===== config.mk =====
export PLATFORM = sky130hd
export DESIGN_NAME = pwm_gen_mc_flat
export DESIGN_NICKNAME = d
export VERILOG_FILES = /design/src/rtl/pwm_mc_pkg.sv /design/src/rtl/pwm_gen_mc_if.sv /design/src/rtl/pwm_mc_chan.sv /design/src/rtl/pwm_gen_mc.sv /design/src/flat_wrapper.sv
export SDC_FILE = /design/constraint.sdc
export NUM_CORES = 1
export LEC_CHECK = 0
export CAP_MARGIN = 10
export CORE_MARGIN = 4
export CORE_UTILIZATION = 40
export CTS_CLUSTER_DIAMETER = 80
export CTS_CLUSTER_SIZE = 16
export DETAILED_ROUTE_END_ITERATION = 10
export HOLD_SLACK_MARGIN = 0.02
export PLACE_DENSITY = 0.67
export REMOVE_ABC_BUFFERS = 1
export SLEW_MARGIN = 10
export SYNTH_ARGS = -nofsm -noshare
export SYNTH_HDL_FRONTEND = slang
export SYNTH_HIERARCHICAL = 1
export SYNTH_SLANG_ARGS = --single-unit

===== constraint.sdc =====
create_clock -name clk -period 6.2 [get_ports clk]
set_clock_uncertainty 0.15 [all_clocks]
set_input_delay 1.24 -clock clk [delete_from_list [all_inputs] [get_ports clk]]
set_output_delay 1.24 -clock clk [all_outputs]
set_load 0.05 [all_outputs]

===== src/rtl/pwm_mc_pkg.sv =====
// pwm_mc_pkg
// Shared definitions for the multi-channel PWM generator.
//   pwm_mode_e  : per-channel alignment mode encoding (reserved code decodes as left)
//   chan_cfg_t  : per-channel shadowed control bits (enable, polarity, mode)
package pwm_mc_pkg;

    typedef enum logic [1:0] {
        MODE_LEFT  = 2'b00,
        MODE_RIGHT = 2'b01,
        MODE_UNAL  = 2'b10,
        MODE_RSVD  = 2'b11
    } pwm_mode_e;

    typedef struct packed {
        logic      en;
        logic      pol;
        pwm_mode_e mode;
    } chan_cfg_t;

endpackage


===== src/rtl/pwm_gen_mc_if.sv =====
// pwm_gen_mc_if
// Configuration bus between the peripheral register file (master) and the
// multi-channel PWM generator (slave).
//   cfg_period/cfg_updown        : time base setup
//   cfg_ch_en/cfg_mode/cfg_pol   : per-channel control, one bit (two for mode) per channel
//   cfg_cmp1/cfg_cmp2            : per-channel compares, channel i at [i*CW +: CW]
//   cfg_load                     : single-cycle capture request
//   cfg_ack                      : single-cycle pulse when captured values become active
interface pwm_gen_mc_if #(
    parameter int NCH = 4,
    parameter int CW  = 16
);
    logic [CW-1:0]      cfg_period;
    logic               cfg_updown;
    logic [NCH-1:0]     cfg_ch_en;
    logic [2*NCH-1:0]   cfg_mode;
    logic [NCH-1:0]     cfg_pol;
    logic [NCH*CW-1:0]  cfg_cmp1;
    logic [NCH*CW-1:0]  cfg_cmp2;
    logic               cfg_load;
    logic               cfg_ack;

    modport master (
        output cfg_period, cfg_updown, cfg_ch_en, cfg_mode, cfg_pol,
               cfg_cmp1, cfg_cmp2, cfg_load,
        input  cfg_ack
    );

    modport slave (
        input  cfg_period, cfg_updown, cfg_ch_en, cfg_mode, cfg_pol,
               cfg_cmp1, cfg_cmp2, cfg_load,
        output cfg_ack
    );
endinterface


===== src/rtl/pwm_mc_chan.sv =====
// pwm_mc_chan
// One PWM channel: decodes the shared counter against this channel's active
// compares and registers the result.
//   clk, rst_n : clock, async active-low reset
//   tick       : counter enable; the output register holds while low
//   cnt        : shared counter value
//   cfg        : active enable/polarity/mode
//   cmp1, cmp2 : active compare values (cmp2 used by unaligned mode only)
//   pwm        : registered output, one cycle behind cnt
module pwm_mc_chan
    import pwm_mc_pkg::*;
#(
    parameter int CW = 16
) (
    input  logic          clk,
    input  logic          rst_n,
    input  logic          tick,
    input  logic [CW-1:0] cnt,
    input  chan_cfg_t     cfg,
    input  logic [CW-1:0] cmp1,
    input  logic [CW-1:0] cmp2,
    output logic          pwm
);
    logic raw;

    // Unaligned with cmp1 >= cmp2 naturally yields an empty window.
    always_comb begin
        raw = 1'b0;
        case (cfg.mode)
            MODE_RIGHT: raw = (cnt >= cmp1);
            MODE_UNAL:  raw = (cnt >= cmp1) && (cnt < cmp2);
            default:    raw = (cnt < cmp1);
        endcase
    end

    // A disabled channel parks at its idle level, which is the polarity bit.
    always_ff @(posedge clk or negedge rst_n) begin
        if (!rst_n) begin
            pwm <= 1'b0;
        end else if (tick) begin
            pwm <= cfg.en ? (raw ^ cfg.pol) : cfg.pol;
        end
    end
endmodule


===== src/rtl/pwm_gen_mc.sv =====
// pwm_gen_mc
// Multi-channel PWM generator with a shared up or up/down time base and
// double-buffered per-channel configuration applied at period boundaries.
//   clk, rst_n   : clock, async active-low reset
//   run          : counter enable; 0 freezes counter, outputs and active stage
//   bus          : configuration interface (slave side), incl. cfg_load/cfg_ack
//   cnt_val      : current counter value
//   period_start : high in the cycle the counter shows the 0 opening a period
//   pwm_out      : per-channel PWM outputs
module pwm_gen_mc
    import pwm_mc_pkg::*;
#(
    parameter int NCH = 4,
    parameter int CW  = 16
) (
    input  logic           clk,
    input  logic           rst_n,
    input  logic           run,
    pwm_gen_mc_if.slave    bus,
    output logic [CW-1:0]  cnt_val,
    output logic           period_start,
    output logic [NCH-1:0] pwm_out
);
    localparam logic [CW-1:0] ZERO = '0;
    localparam logic [CW-1:0] ONE  = CW'(1);

    logic [CW-1:0]         act_period;
    logic                  act_updown;
    chan_cfg_t [NCH-1:0]   act_ch;
    logic [NCH*CW-1:0]     act_cmp1;
    logic [NCH*CW-1:0]     act_cmp2;

    logic [CW-1:0]         pend_period;
    logic                  pend_updown;
    chan_cfg_t [NCH-1:0]   pend_ch;
    logic [NCH*CW-1:0]     pend_cmp1;
    logic [NCH*CW-1:0]     pend_cmp2;
    logic                  pend_valid;

    chan_cfg_t [NCH-1:0]   in_ch;
    logic                  dir_down;
    logic                  first_cycle;
    logic                  ack_q;
    logic [CW-1:0]         cnt_next;
    logic                  dir_next;
    logic                  boundary;

    assign bus.cfg_ack = ack_q;

    always_comb begin
        in_ch = '0;
        for (int i = 0; i < NCH; i++) begin
            in_ch[i].en   = bus.cfg_ch_en[i];
            in_ch[i].pol  = bus.cfg_pol[i];
            in_ch[i].mode = pwm_mode_e'(bus.cfg_mode[2*i +: 2]);
        end
    end

    // Next counter value assuming no boundary. A boundary is simply any run
    // cycle whose successor value is 0, which also covers P = 0 and the
    // up/down P = 1 case where the top turns straight back to 0.
    always_comb begin
        cnt_next = ZERO;
        dir_next = 1'b0;
        if (act_period == ZERO) begin
            cnt_next = ZERO;
        end else if (!act_updown) begin
            cnt_next = (cnt_val >= act_period) ? ZERO : cnt_val + ONE;
        end else if (!dir_down) begin
            if (cnt_val >= act_period) begin
                cnt_next = act_period - ONE;
                dir_next = 1'b1;
            end else begin
                cnt_next = cnt_val + ONE;
            end
        end else begin
            cnt_next = (cnt_val <= ONE) ? ZERO : cnt_val - ONE;
            dir_next = (cnt_val > ONE);
        end
    end

    assign boundary = run && (first_cycle || (cnt_next == ZERO));

    // A load in the same cycle as a boundary lands in the pending stage after
    // the boundary has already sampled it, so it waits for the next boundary.
    always_ff @(posedge clk or negedge rst_n) begin
        if (!rst_n) begin
            cnt_val      <= ZERO;
            dir_down     <= 1'b0;
            first_cycle  <= 1'b1;
            period_start <= 1'b0;
            ack_q        <= 1'b0;
            act_period   <= ZERO;
            act_updown   <= 1'b0;
            act_ch       <= '0;
            act_cmp1     <= '0;
            act_cmp2     <= '0;
            pend_period  <= ZERO;
            pend_updown  <= 1'b0;
            pend_ch      <= '0;
            pend_cmp1    <= '0;
            pend_cmp2    <= '0;
            pend_valid   <= 1'b0;
        end else begin
            period_start <= boundary;
            ack_q        <= boundary && pend_valid;

            if (run) begin
                first_cycle <= 1'b0;
                if (boundary) begin
                    cnt_val  <= ZERO;
                    dir_down <= 1'b0;
                    if (pend_valid) begin
                        act_period <= pend_period;
                        act_updown <= pend_updown;
                        act_ch     <= pend_ch;
                        act_cmp1   <= pend_cmp1;
                        act_cmp2   <= pend_cmp2;
                    end
                end else begin
                    cnt_val  <= cnt_next;
                    dir_down <= dir_next;
                end
            end

            if (bus.cfg_load) begin
                pend_period <= bus.cfg_period;
                pend_updown <= bus.cfg_updown;
                pend_ch     <= in_ch;
                pend_cmp1   <= bus.cfg_cmp1;
                pend_cmp2   <= bus.cfg_cmp2;
                pend_valid  <= 1'b1;
            end else if (boundary) begin
                pend_valid  <= 1'b0;
            end
        end
    end

    for (genvar i = 0; i < NCH; i++) begin : g_chan
        pwm_mc_chan #(.CW(CW)) u_chan (
            .clk  (clk),
            .rst_n(rst_n),
            .tick (run),
            .cnt  (cnt_val),
            .cfg  (act_ch[i]),
            .cmp1 (act_cmp1[i*CW +: CW]),
            .cmp2 (act_cmp2[i*CW +: CW]),
            .pwm  (pwm_out[i])
        );
    end
endmodule

===== src/flat_wrapper.sv =====
// flat-port wrapper written by rule: the top's interface ports become plain ports
module pwm_gen_mc_flat import pwm_mc_pkg::*;
#(
    parameter int NCH = 4,
    parameter int CW  = 16
)
  (clk, rst_n, run, cnt_val, period_start, pwm_out, bus_cfg_period, bus_cfg_updown, bus_cfg_ch_en, bus_cfg_mode, bus_cfg_pol, bus_cfg_cmp1, bus_cfg_cmp2, bus_cfg_load, bus_cfg_ack);
  pwm_gen_mc_if #(.NCH(NCH), .CW(CW)) bus_i ();
  input  logic clk;
  input  logic rst_n;
  input  logic run;
  output logic [CW-1:0] cnt_val;
  output logic period_start;
  output logic [NCH-1:0] pwm_out;
  input wire logic [$bits(bus_i.cfg_period)-1:0] bus_cfg_period;
  input wire logic [$bits(bus_i.cfg_updown)-1:0] bus_cfg_updown;
  input wire logic [$bits(bus_i.cfg_ch_en)-1:0] bus_cfg_ch_en;
  input wire logic [$bits(bus_i.cfg_mode)-1:0] bus_cfg_mode;
  input wire logic [$bits(bus_i.cfg_pol)-1:0] bus_cfg_pol;
  input wire logic [$bits(bus_i.cfg_cmp1)-1:0] bus_cfg_cmp1;
  input wire logic [$bits(bus_i.cfg_cmp2)-1:0] bus_cfg_cmp2;
  input wire logic [$bits(bus_i.cfg_load)-1:0] bus_cfg_load;
  output wire logic [$bits(bus_i.cfg_ack)-1:0] bus_cfg_ack;
  assign bus_i.cfg_period = bus_cfg_period;
  assign bus_i.cfg_updown = bus_cfg_updown;
  assign bus_i.cfg_ch_en = bus_cfg_ch_en;
  assign bus_i.cfg_mode = bus_cfg_mode;
  assign bus_i.cfg_pol = bus_cfg_pol;
  assign bus_i.cfg_cmp1 = bus_cfg_cmp1;
  assign bus_i.cfg_cmp2 = bus_cfg_cmp2;
  assign bus_i.cfg_load = bus_cfg_load;
  assign bus_cfg_ack = bus_i.cfg_ack;
  pwm_gen_mc #(.NCH(NCH), .CW(CW)) u_core (.clk(clk), .rst_n(rst_n), .run(run), .bus(bus_i), .cnt_val(cnt_val), .period_start(period_start), .pwm_out(pwm_out));
endmodule

==> impl_metrics.tcl <==
set metrics [dict create \
    grt_max_degree 129 \
    fin_ws_ns 1.42 \
    syn_avg_cell_area_um2 12.4 \
    slew_viol_final 0 \
    tns_ns 0 \
    rows 78 \
    firstDrtPassIters 4 \
    worstPathArrival_ns 5.07 \
    ys_warn_count 6 \
    post_cts_buffers 0 \
    crit_fanout 66 \
    dieHeight_um 223 \
    ant_nets 0 \
    vias 12100 \
    ys.flop_type "dfrtp_1" \
    htree_levels 1 \
    fin_crit_sh 0.772 \
    r2r-start "u_core/act_period[12]" \
    ys_types 73 \
    drv_cap 0 \
    routabilityCongestion 0.868 \
    start_util 0.407 \
    die_x_um 223 \
    ir_worst_vdd_uv 300 \
    diodes 0 \
    grt_use_total 0.179 \
    cts_resized 0 \
    holdWs_ns 0.351 \
    finalSetupViolations 0 \
    drt_iter0_drc 744 \
    clk_pin_slew_ns 0.07 \
    cts.path.max_buffers 3 \
    dpl.hpwl_um 32100 \
    clock_sinks 347 \
    wl_per_cell_um 19.9 \
    gr-total-overflow 0 \
    synth-seq-area-share 0.468 \
    drive_above_1_share 0.247 \
    first_global_vias 12600 \
    synth_area_um2 18500 \
    crit_start "u_core/act_period[12]" \
    root_buffer "clkbuf_16" \
    crit_type "register to register" \
    status "completed" \
    dieArea_um2 49900 \
    synth_edf_count 0 \
    core_um2 45600 \
    place_ws_ns 1.52 \
    wirelength_um 45700 \
    utilization 0.478 \
    r2r_slack_ns 1.42 \
    end_kind "register" \
    synth_seq_cells 347 \
    fin_crit_ns 4.78 \
    worstPathRequired_ns 6.49 \
    pin_count 187 \
    max_slew_margin 0.252 \
    cts_buffers 28 \
    antenna_found_initial 1 \
    drc_errors 0 \
    clock.fmax_mhz 209 \
    grt_pass1_wl_um 71600 \
    dp_cells 2250 \
    crit_end "u_core/act_cmp2[3]" \
    viasPerCell 5.29 \
    final_cell_mix "dfrtp_1, mux2_2, clkdlybuf4s50_1" \
    final_common_cell "dfrtp_1" \
    rsz0062_at_grt "no" \
    r2r_end "u_core/act_cmp2[3]" \
    cts_tree "yes" \
    start_kind "register" \
    hold_class "register to register" \
    worst_pin_slew_ns 1.12 \
    p_leak_uw 0.0101 \
    async_flop_share 1.00 \
    synth_cells 1496 \
    finalHoldViolCount 0 \
    hold_buffers 0 \
    synthToLayoutAreaGrowth_pct 17.5 \
    io_buffers 186 \
    powerDensity_nw_per_um2 463 \
    finalNetCount 1997 \
    fin_cells 2289 \
    rr_worst_depth 11 \
    insertion_delay_ns 0.57 \
]
where the power goes:
part           internal, µW  switching (µW)
combinational          2370            2580
sequential             2940             475
clock                   886             827
Yosys cell counts, types with 11 or more instances:
cell type / number / area [µm²]
ha_1: 152 / 1900
a211o_1: 15 / 131
nand4_1: 14 / 87.6
mux2_4: 79 / 1190
o211ai_1: 18 / 135
a21oi_1: 53 / 265
a31oi_1: 14 / 87.6
o21ai_0: 22 / 110
nor3_1: 23 / 115
nor2_1: 31 / 116
nand2_1: 36 / 135
nand3_1: 36 / 180
xnor2_1: 31 / 272
dfrtp_1: 346 / 8660
or3_1: 11 / 68.8
inv_1: 159 / 597
mux2_2: 243 / 2740
clkbuf_1: 27 / 101
critical path: stages, from the launching register on:
cell and delay [ns]:
dfrtp_1 0.43, or4_1 0.61, nor3_1 0.54, and2_1 0.49, a21oi_2 0.20, nand4b_2 0.19, o211ai_2 0.15, a2111oi_2 0.36
nand4_1 0.19, o31a_2 0.38, buf_4 0.43, mux2_4 0.44
through the flow:
stage          power (µW)  instance area (µm²)
2_1_floorplan        7030                18100
3_3_place_gp         8220                21000
3_5_place_dp         8380                21000
4_1_cts             10200                21800
5_1_grt             10800                21800
6_report            10100                21800
final cells by class:
class	instances	area (µm²)
clock buffers	30	729
flip-flops and latches	347	8680
repair buffers	210	2090
well taps	600	751
clock inverters	9	96.3
fillers	4055	23800
multi-input cells	933	8830
inverters	160	601
per-layer routing:
metal / routed length, µm / vias to the layer above / global-route usage
met2: 21600 / 258 / 0.298
met4: 1070 / 2 / 0.0473
met1: 20900 / 6068 / 0.247
met3: 1990 / 74 / 0.0258
li1: - / 5699 / -
met5: 12 / - / 0
state kept, by name, summed over array words and instances (netlist names), 4 cells and up:
register / cells
u_core/pend_cmp1: 64
u_core/act_cmp2: 64
u_core/act_cmp1: 64
u_core/act_period: 16
u_core/pend_period: 16
u_core/g_chan.u_chan/pwm: 4
u_core/cnt_val: 16
u_core/act_ch: 16
u_core/pend_cmp2: 64
u_core/pend_ch: 16
how the worst min path moves through the flow:
stage,from,endpoint,slack (ns),depth (start not counted)
2_1_floorplan,u_core/pend_ch[0],u_core/pend_ch[0],0.33,1
3_3_place_gp,u_core/pend_cmp1[32],u_core/act_cmp1[32],0.33,1
3_5_place_dp,u_core/pend_cmp2[7],u_core/act_cmp2[7],0.34,1
4_1_cts,u_core/pend_cmp2[7],u_core/act_cmp2[7],0.35,1
5_1_grt,u_core/pend_cmp1[19],u_core/pend_cmp1[19],0.37,1
6_report,u_core/pend_period[5],u_core/act_period[5],0.35,1
cells by family after synthesis:
family	count (synthesis)	synth area share
flip-flops	347	0.468
multiplexers	328	0.215
AND/OR/NAND/NOR	231	0.0732
buffers and inverters	216	0.0552
AO/OA/AOI/OAI	182	0.0669
adder cells (fa/ha/maj)	152	0.103
XOR/XNOR	40	0.0189
Power figures use the tool's default switching activity.
